[src/rtl/nn_deltabp_array.sv]
// Stochastic back-propagation delta array: per channel, sums signed delta*weight
// bitstream terms into a saturating residue accumulator and emits a gated delta stream.
module nn_deltabp_array #(
    parameter int N     = 3,
    parameter int M     = 4,
    parameter int ACC_W = 6
) (
    input  logic             CLK,
    input  logic             INIT,
    input  logic             EN,
    input  logic             CLR,
    input  logic [N-1:0]     delta,
    input  logic [N-1:0]     SIGN,
    input  logic [M*N-1:0]   alpha,
    input  logic [M*N-1:0]   WSIGN,
    input  logic [M-1:0]     DSIG,
    output logic [M-1:0]     delta_out,
    output logic [M-1:0]     SIGN_out,
    output logic [M-1:0]     SAT
);

    localparam int CW = $clog2(N + 1);
    // Wide enough to hold acc + D without wrap before clipping.
    localparam int AW = ACC_W + CW + 1;
    localparam logic signed [AW-1:0] LIM = AW'((1 << (ACC_W - 1)) - 1);

    for (genvar m = 0; m < M; m++) begin : g_ch
        logic [CW-1:0]             p_cnt;
        logic [CW-1:0]             q_cnt;
        logic signed [AW-1:0]      a_full;
        logic signed [AW-1:0]      a_sat;
        logic                      clip;
        logic                      e;
        logic                      s;
        logic signed [ACC_W-1:0]   acc;
        logic signed [ACC_W-1:0]   acc_nxt;
        logic                      d_q;
        logic                      s_q;
        logic                      sat_q;

        // NOTE: every variable gets a default before any branch so no latch is inferred.
        always_comb begin
            p_cnt   = '0;
            q_cnt   = '0;
            a_full  = '0;
            a_sat   = '0;
            clip    = 1'b0;
            e       = 1'b0;
            s       = 1'b0;
            acc_nxt = '0;

            for (int n = 0; n < N; n++) begin
                if (delta[n] & alpha[m*N+n]) begin
                    if (SIGN[n] ^ WSIGN[m*N+n])
                        q_cnt = q_cnt + CW'(1);
                    else
                        p_cnt = p_cnt + CW'(1);
                end
            end

            a_full = AW'(acc) + AW'({1'b0, p_cnt}) - AW'({1'b0, q_cnt});

            if (a_full > LIM) begin
                a_sat = LIM;
                clip  = 1'b1;
            end else if (a_full < -LIM) begin
                a_sat = -LIM;
                clip  = 1'b1;
            end else begin
                a_sat = a_full;
            end

            // Residue moves one step toward zero whenever a bit is emitted, independent of DSIG.
            if (a_sat > 0) begin
                e       = 1'b1;
                acc_nxt = ACC_W'(a_sat - AW'(1));
            end else if (a_sat < 0) begin
                e       = 1'b1;
                s       = 1'b1;
                acc_nxt = ACC_W'(a_sat + AW'(1));
            end
        end

        // NOTE: sequential state uses non-blocking assignments only.
        always_ff @(posedge CLK or posedge INIT) begin
            if (INIT) begin
                acc   <= '0;
                d_q   <= 1'b0;
                s_q   <= 1'b0;
                sat_q <= 1'b0;
            end else if (CLR) begin
                acc   <= '0;
                d_q   <= 1'b0;
                s_q   <= 1'b0;
                sat_q <= 1'b0;
            end else if (EN) begin
                acc   <= acc_nxt;
                d_q   <= e & DSIG[m];
                s_q   <= s & e & DSIG[m];
                sat_q <= sat_q | clip;
            end else begin
                d_q   <= 1'b0;
                s_q   <= 1'b0;
            end
        end

        assign delta_out[m] = d_q;
        assign SIGN_out[m]  = s_q;
        assign SAT[m]       = sat_q;
    end

endmodule

[config.mk]
export PLATFORM = sky130hd
export DESIGN_NAME = nn_deltabp_array
export DESIGN_NICKNAME = d
export VERILOG_FILES = /design/src/rtl/nn_deltabp_array.sv
export SDC_FILE = /design/constraint.sdc
export NUM_CORES = 1
export LEC_CHECK = 0
export ABC_CLOCK_PERIOD_IN_PS = 13300
export CORE_MARGIN = 1.5
export CORE_UTILIZATION = 64
export DETAILED_ROUTE_END_ITERATION = 10
export PLACE_DENSITY = 0.92
export SYNTH_ARGS = -nofsm -noshare
export SYNTH_HDL_FRONTEND = slang
export SYNTH_SLANG_ARGS = --single-unit
[constraint.sdc]
create_clock -name CLK -period 13.3 [get_ports CLK]
set_input_delay 2.66 -clock CLK [delete_from_list [all_inputs] [get_ports CLK]]
set_output_delay 2.66 -clock CLK [all_outputs]
set_load 0.005 [all_outputs]
==> flow_metrics.env, run 1 <==
export IMPL_antenna_found_initial=0
export IMPL_arrival_ns=8.77
export IMPL_cts_resized=0
export IMPL_boundaryPins=50
export IMPL_clock_path_buffers=2
export IMPL_timing_final_crit_share=0.645
export IMPL_ff2ff_setup_slack_ns=8.30
export IMPL_fin_setup_tns_ns=0
export IMPL_start_util=0.652
export IMPL_grt_util_met2=0.547
export IMPL_routed_via_count=4697
export IMPL_grt_use_met1=0.368
export IMPL_min_period_ns=8.58
export IMPL_syn_nets=744
export IMPL_synth_top_area_share=0.181
export IMPL_synth_ff_type="dfrtp_1"
export IMPL_final_nets=771
export IMPL_relSlewSlack=0.443
export IMPL_r2r_cells=17
export IMPL_die_y_microns=91.3
export IMPL_grt_usage=0.301
export IMPL_firstDrtPassIters=5
export IMPL_ctsHoldBuffers=0
export IMPL_syn_area_sq_um=4990
export IMPL_grt_met3_usage=0.0302
export IMPL_grt_pass1_vias=4649
export IMPL_post_cts_buffers=0
export IMPL_synth_common_cells="nor2_1 (72), inv_1 (68), nand2_1 (54)"
export IMPL_outcome="completed"
export IMPL_yosysWarnings=0
export IMPL_fill_cells=583
export IMPL_worstSetupEndpoint="g_ch[1].acc[2]"
export IMPL_wire_per_inst_microns=15.9
export IMPL_grt_max_degree=34
export IMPL_hold_viol=0
export IMPL_reg2reg_to="g_ch[1].acc[2]"
export IMPL_critical_path_peak_fanout=11
export IMPL_skew_ns=0.00658
export IMPL_synth_cells=646
export IMPL_antenna_cells=0
export IMPL_crit_path_end_kind="flop"
export IMPL_cts_root_buf="clkbuf_8"
export IMPL_synthArstFlopShare=1.00
export IMPL_critical_path_class="in -> reg"
export IMPL_synth_seq_cells=36
export IMPL_worstPathRequired_ns=13.50
export IMPL_overflow=0
export IMPL_synth_edf_count=0
export IMPL_r2r_start="g_ch[1].acc[1]"
export IMPL_core_area_sq_um=7650
export IMPL_hpwl_microns=9470
export IMPL_grt_pass1_wl_microns=20800
export IMPL_busiest_layer="met2"
export IMPL_cts_tree="built"
export IMPL_synthTopCellsByArea="dfrtp_1 (18%), ha_1 (13%), xnor2_1 (6.7%)"
export IMPL_fp_dieArea_sq_um=8330
export IMPL_grt_setup_unrepaired="false"
export IMPL_synth_most_common_cell="nor2_1"
export IMPL_clkSinkCount=36
export IMPL_hold_class="reg -> reg"
export IMPL_maxCapViolCount=0
export IMPL_ant_nets=0
export IMPL_io_buffers=49
export IMPL_die_x_microns=91.3
export IMPL_worstMarginPinSlew_ns=0.833
export IMPL_drc=0
export IMPL_globalplace_congestion=0.940
export IMPL_finalSetupViolCount=0
export IMPL_cts_buffers=5
export IMPL_worstSetupStartpoint="SIGN[0]"
export IMPL_synthToLayoutAreaGrowth_pct=10.6
export IMPL_startpoint_type="input port"
export IMPL_synth_cell_type_count=66
export IMPL_path_clk_slew_ns=0.07
export IMPL_fmax_ghz=0.117
export IMPL_drv_slew=0
export IMPL_drive_gt1_frac=0.0371
export IMPL_core_rowCount=32
export IMPL_htreeDepth=2
export IMPL_seq_area_frac_synth=0.181
export IMPL_drt_iter0_drc=247
export IMPL_syn_area_per_cell_sq_um=7.72
export IMPL_yosysTopAreaCell="dfrtp_1"
export IMPL_clkLatencyLatePin_ns=0.28
export IMPL_wirelength_microns=12300
export IMPL_viasPerCell=6.06
[metrics by stage]
step	utilization	hold slack, ns	cell area (sq um)	cells	setup slack [ns]
2_1_floorplan	-	0.464	4990	646	5.72
3_3_place_gp	0.709	0.497	5420	768	4.68
3_5_place_dp	0.709	0.512	5420	768	4.45
4_1_cts	0.722	0.527	5520	775	4.71
5_1_grt	0.722	0.554	5520	775	4.32
6_report	0.722	0.522	5520	775	4.72
[flip-flops by register name, summed over array words and instances, names as in the netlist]
name and cells:
g_ch.s_q 4, g_ch.sat_q 4, g_ch.acc 24, g_ch.d_q 4
[worst max-delay path: stages]
cell	delay, ns
clkdlybuf4s50_1	0.59
xor2_1	0.22
nand3_1	0.10
inv_1	0.11
ha_1	0.25
nand2_1	0.07
xor2_1	0.14
nor2_1	0.05
a31oi_1	0.23
fa_1	0.49
ha_1	0.33
a211oi_2	0.38
o21bai_1	0.18
a21oi_1	0.30
nand3_1	0.11
o21ai_0	0.09
nand3_1	0.10
ha_1	0.46
inv_1	0.18
a311o_1	0.34
or3b_4	0.42
nor3b_4	0.17
and3b_4	0.22
o32a_1	0.35
a211oi_2	0.22
[how the worst min path moves through the flow]
stage,start,end,slack [ns],cells past startpoint
finish,g_ch[0].acc[5],g_ch[0].acc[5],0.52,2
global route,g_ch[2].acc[0],g_ch[2].acc[0],0.55,2
CTS,g_ch[0].sat_q,g_ch[0].sat_q,0.53,2
detailed placement,g_ch[0].acc[5],g_ch[0].acc[5],0.51,2
global placement,g_ch[0].acc[5],g_ch[0].acc[5],0.50,2
floorplan,g_ch[2].sat_q,g_ch[2].sat_q,0.46,2
[layout by cell type (no fill, tap or decap), types with 9 or more instances in the layout]
master | synthesis | layout
mux2i_1 | 11 | 11
clkdlybuf4s50_1 | 0 | 49
nand2_1 | 54 | 54
and3_1 | 14 | 14
xnor2_1 | 38 | 38
nor2_1 | 72 | 72
inv_1 | 68 | 68
a21oi_1 | 29 | 29
nand3_1 | 26 | 26
ha_1 | 52 | 52
o21ai_0 | 23 | 23
nand4_1 | 9 | 9
xor2_1 | 25 | 25
dfrtp_1 | 36 | 36
nand2b_1 | 11 | 11
nor3_1 | 14 | 14
[logic make-up (layout without fill, tap and decap cells)]
logic type,Yosys count,in the layout,synth area share
simple gates,247,247,0.252
buf+inv,101,128,0.0941
compound gates,127,127,0.175
fa+ha+maj,60,60,0.163
xor+xnor,64,64,0.114
flops,36,36,0.181
mux,11,11,0.0221
[area by class of cell]
cell class | instances | area (sq um) | share of cell area
sequential | 36 | 901 | 0.163
tap | 102 | 128 | 0.0231
timing repair buffer | 53 | 520 | 0.0943
inverter | 68 | 255 | 0.0463
multi-input combinational | 509 | 3620 | 0.656
clock buffer | 7 | 96.3 | 0.0175
[layer usage]
metal | vias up | wire, microns
li1 | 2291 | -
met1 | 2206 | 5050
met2 | 163 | 6320
met3 | 37 | 624
met4 | 0 | 320
met5 | - | 0
Power of run 1 is left out: the tool's default activity adds up to more than one toggle a clock period on the data nets, which glitch-free logic cannot reach.
==> run 2, diff against run 1 <==
Settings changed: ABC_CLOCK_PERIOD_IN_PS 13300 to 8500, CORE_UTILIZATION 64 to 59, PLACE_DENSITY 0.92 to 0.86.
Clock period 13.3 ns to 8.5 ns, I/O delays scaled along.
==> run 2 against run 1 <==
  * Flip-flop and latch count unchanged
  * Clock-buffer cell count increased by 1
  * Critical path type unchanged
  * Non-clock buffer count unchanged
  * Sequential share of layout area about the same
  * Via count increased by 0.43%
  * Global-route usage decreased by 1.7 points
  * Clock skew decreased by 0.0034 ns
  * Worst hold slack got worse by 0.0055 ns
  * Setup slack got worse by 3.8 ns
==> flow_metrics.env, run 2 (synthesized netlist as in run 1, its figures left out) <==
export IMPL_drive_gt1_frac=0.0356
export IMPL_die_y_microns=94.9
export IMPL_min_period_ns=7.59
export IMPL_top_register="g_ch.acc"
export IMPL_io_buffers=49
export IMPL_clkLatencyLatePin_ns=0.29
export IMPL_grt_usage=0.284
export IMPL_relSlewSlack=0.398
export IMPL_min_from="g_ch[1].sat_q"
export IMPL_r2r_cells=17
export IMPL_outcome="completed"
export IMPL_clock_path_buffers=2
export IMPL_wirelength_microns=12000
export IMPL_r2r_start="g_ch[1].acc[1]"
export IMPL_clkSinkCount=36
export IMPL_crit_chain="clkdlybuf4s50_1 > xor2_1 > inv_1 > ha_1 > nand2_1 > xor2_1 > o21ai_0 > fa_1 > inv_1 > fa_1 > nand2b_1 > o2bb2ai_1 > xnor2_2 > nor2_1 > nand2_1 > nand3_1 > ha_1 > inv_1 > a311o_1 > or3b_4 > nor3b_4 > and3b_4 > or3_1 > a311oi_2"
export IMPL_globalplace_congestion=0.912
export IMPL_hold_class="reg -> reg"
export IMPL_crit_path_frequent_cell="inv_1"
export IMPL_place_ws_ns=0.616
export IMPL_drc=0
export IMPL_placedCellCount=771
export IMPL_htreeDepth=2
export IMPL_startpoint_type="input port"
export IMPL_cts_tree="built"
export IMPL_post_cts_buffers=0
export IMPL_synthToLayoutAreaGrowth_pct=10.6
export IMPL_hold_viol=0
export IMPL_worstMarginPinSlew_ns=0.900
export IMPL_core_area_sq_um=8220
export IMPL_die_x_microns=94.9
export IMPL_final_cell_mix="nor2_1 (72), inv_1 (68), nand2_1 (54), ha_1 (52), clkdlybuf4s50_1 (49)"
export IMPL_critical_path_peak_fanout=11
export IMPL_cts_buffers=5
export IMPL_path_clk_slew_ns=0.07
export IMPL_setup_slack_ns=0.911
export IMPL_worstPathRequired_ns=8.70
export IMPL_fin_cells=779
export IMPL_slowest_delay_ns=0.67
export IMPL_critical_path_class="in -> reg"
export IMPL_grt_setup_unrepaired="false"
export IMPL_path_buf_inv=4
export IMPL_ant_nets=0
export IMPL_final_nets=771
export IMPL_post_dp_cell_area_sq_um=5430
export IMPL_drv_slew=0
export IMPL_ff2ff_setup_slack_ns=3.52
export IMPL_arrival_ns=7.79
export IMPL_hpwl_microns=9280
export IMPL_maxCapViolCount=0
export IMPL_fp_dieArea_sq_um=9010
export IMPL_antenna_found_initial=0
export IMPL_crit_path_end_kind="flop"
export IMPL_grt_max_degree=34
export IMPL_firstDrtPassIters=6
export IMPL_worstHoldEndpoint="g_ch[1].sat_q"
export IMPL_overflow=0
export IMPL_ctsHoldBuffers=0
export IMPL_drt_iter0_drc=211
export IMPL_core_rowCount=33
export IMPL_boundaryPins=50
export IMPL_start_util=0.607
export IMPL_cp_slowest_cell="clkdlybuf4s50_1"
export IMPL_timing_final_crit_share=0.893
export IMPL_skew_ns=0.00320
export IMPL_viasPerCell=6.06
export IMPL_reg2reg_to="g_ch[1].acc[1]"
export IMPL_grt_pass1_wl_microns=20400
export IMPL_finalSetupViolCount=0
export IMPL_grt_pass1_vias=4576
export IMPL_wire_per_inst_microns=15.4
export IMPL_cts_resized=0
export IMPL_fin_setup_tns_ns=0
export IMPL_fmax_ghz=0.132
export IMPL_routed_via_count=4717
export IMPL_antenna_cells=0
export IMPL_cts_root_buf="clkbuf_8"
export IMPL_min_path_cells=2
export IMPL_fin_area_sq_um=5520
export IMPL_crit_family="adder cells"
export IMPL_largest_register_ffs=24
export IMPL_layout_commonest_cell="nor2_1"
==> run 2: changes by cell type in the layout (fill, tap and decap cells not counted) <==
cell | previous run | this run
clkbuf_8 | 7 | 6
clkbuf_1 | 0 | 2
==> run 2: worst max path at each step <==
stage,from,slack (ns),end,cells past startpoint
after floorplan,SIGN[0],1.88,g_ch[1].acc[1],26
after global placement,SIGN[1],0.79,g_ch[1].acc[1],24
after detailed placement,SIGN[1],0.62,g_ch[1].acc[1],24
after CTS,SIGN[1],0.91,g_ch[1].acc[1],24
after global routing,SIGN[0],0.55,g_ch[1].acc[2],25
final,SIGN[1],0.91,g_ch[1].acc[1],24
==> run 2: worst register-to-register path: stages (launching register included) <==
cell,delay (ns)
dfrtp_1,0.42
fa_1,0.57
inv_1,0.07
fa_1,0.45
nand2b_1,0.17
o2bb2ai_1,0.21
xnor2_2,0.34
nor2_1,0.11
nand2_1,0.09
nand3_1,0.08
ha_1,0.48
inv_1,0.18
a311o_1,0.34
or3b_4,0.42
nor3b_4,0.17
and3b_4,0.21
or3_1,0.32
a311oi_2,0.23
==> run 2: through the flow <==
step | hold WS (ns) | util
floorplan | 0.464 | -
CTS | 0.519 | 0.671
global route | 0.553 | 0.671
detailed placement | 0.510 | 0.660
finish | 0.516 | 0.671
global placement | 0.502 | 0.660
==> run 2: layout make-up <==
| cell class | count | area [sq um] |
|---|---|---|
| clock buffer | 8 | 90.1 |
| fill | 685 | 2700 |
| multi-input combinational | 509 | 3620 |
| inverter | 68 | 255 |
| timing repair buffer | 53 | 520 |
| sequential | 36 | 901 |
| tap | 105 | 131 |
==> run 2: routing by layer <==
metal / track usage / vias to the layer above / part of all wire
met2: 0.506 / 149 / 0.50
met1: 0.345 / 2242 / 0.42
met4: 0.103 / 0 / 0.025
li1: - / 2294 / -
met3: 0.0386 / 32 / 0.056
met5: 0 / - / 0
Power of run 2 is left out for the same reason.
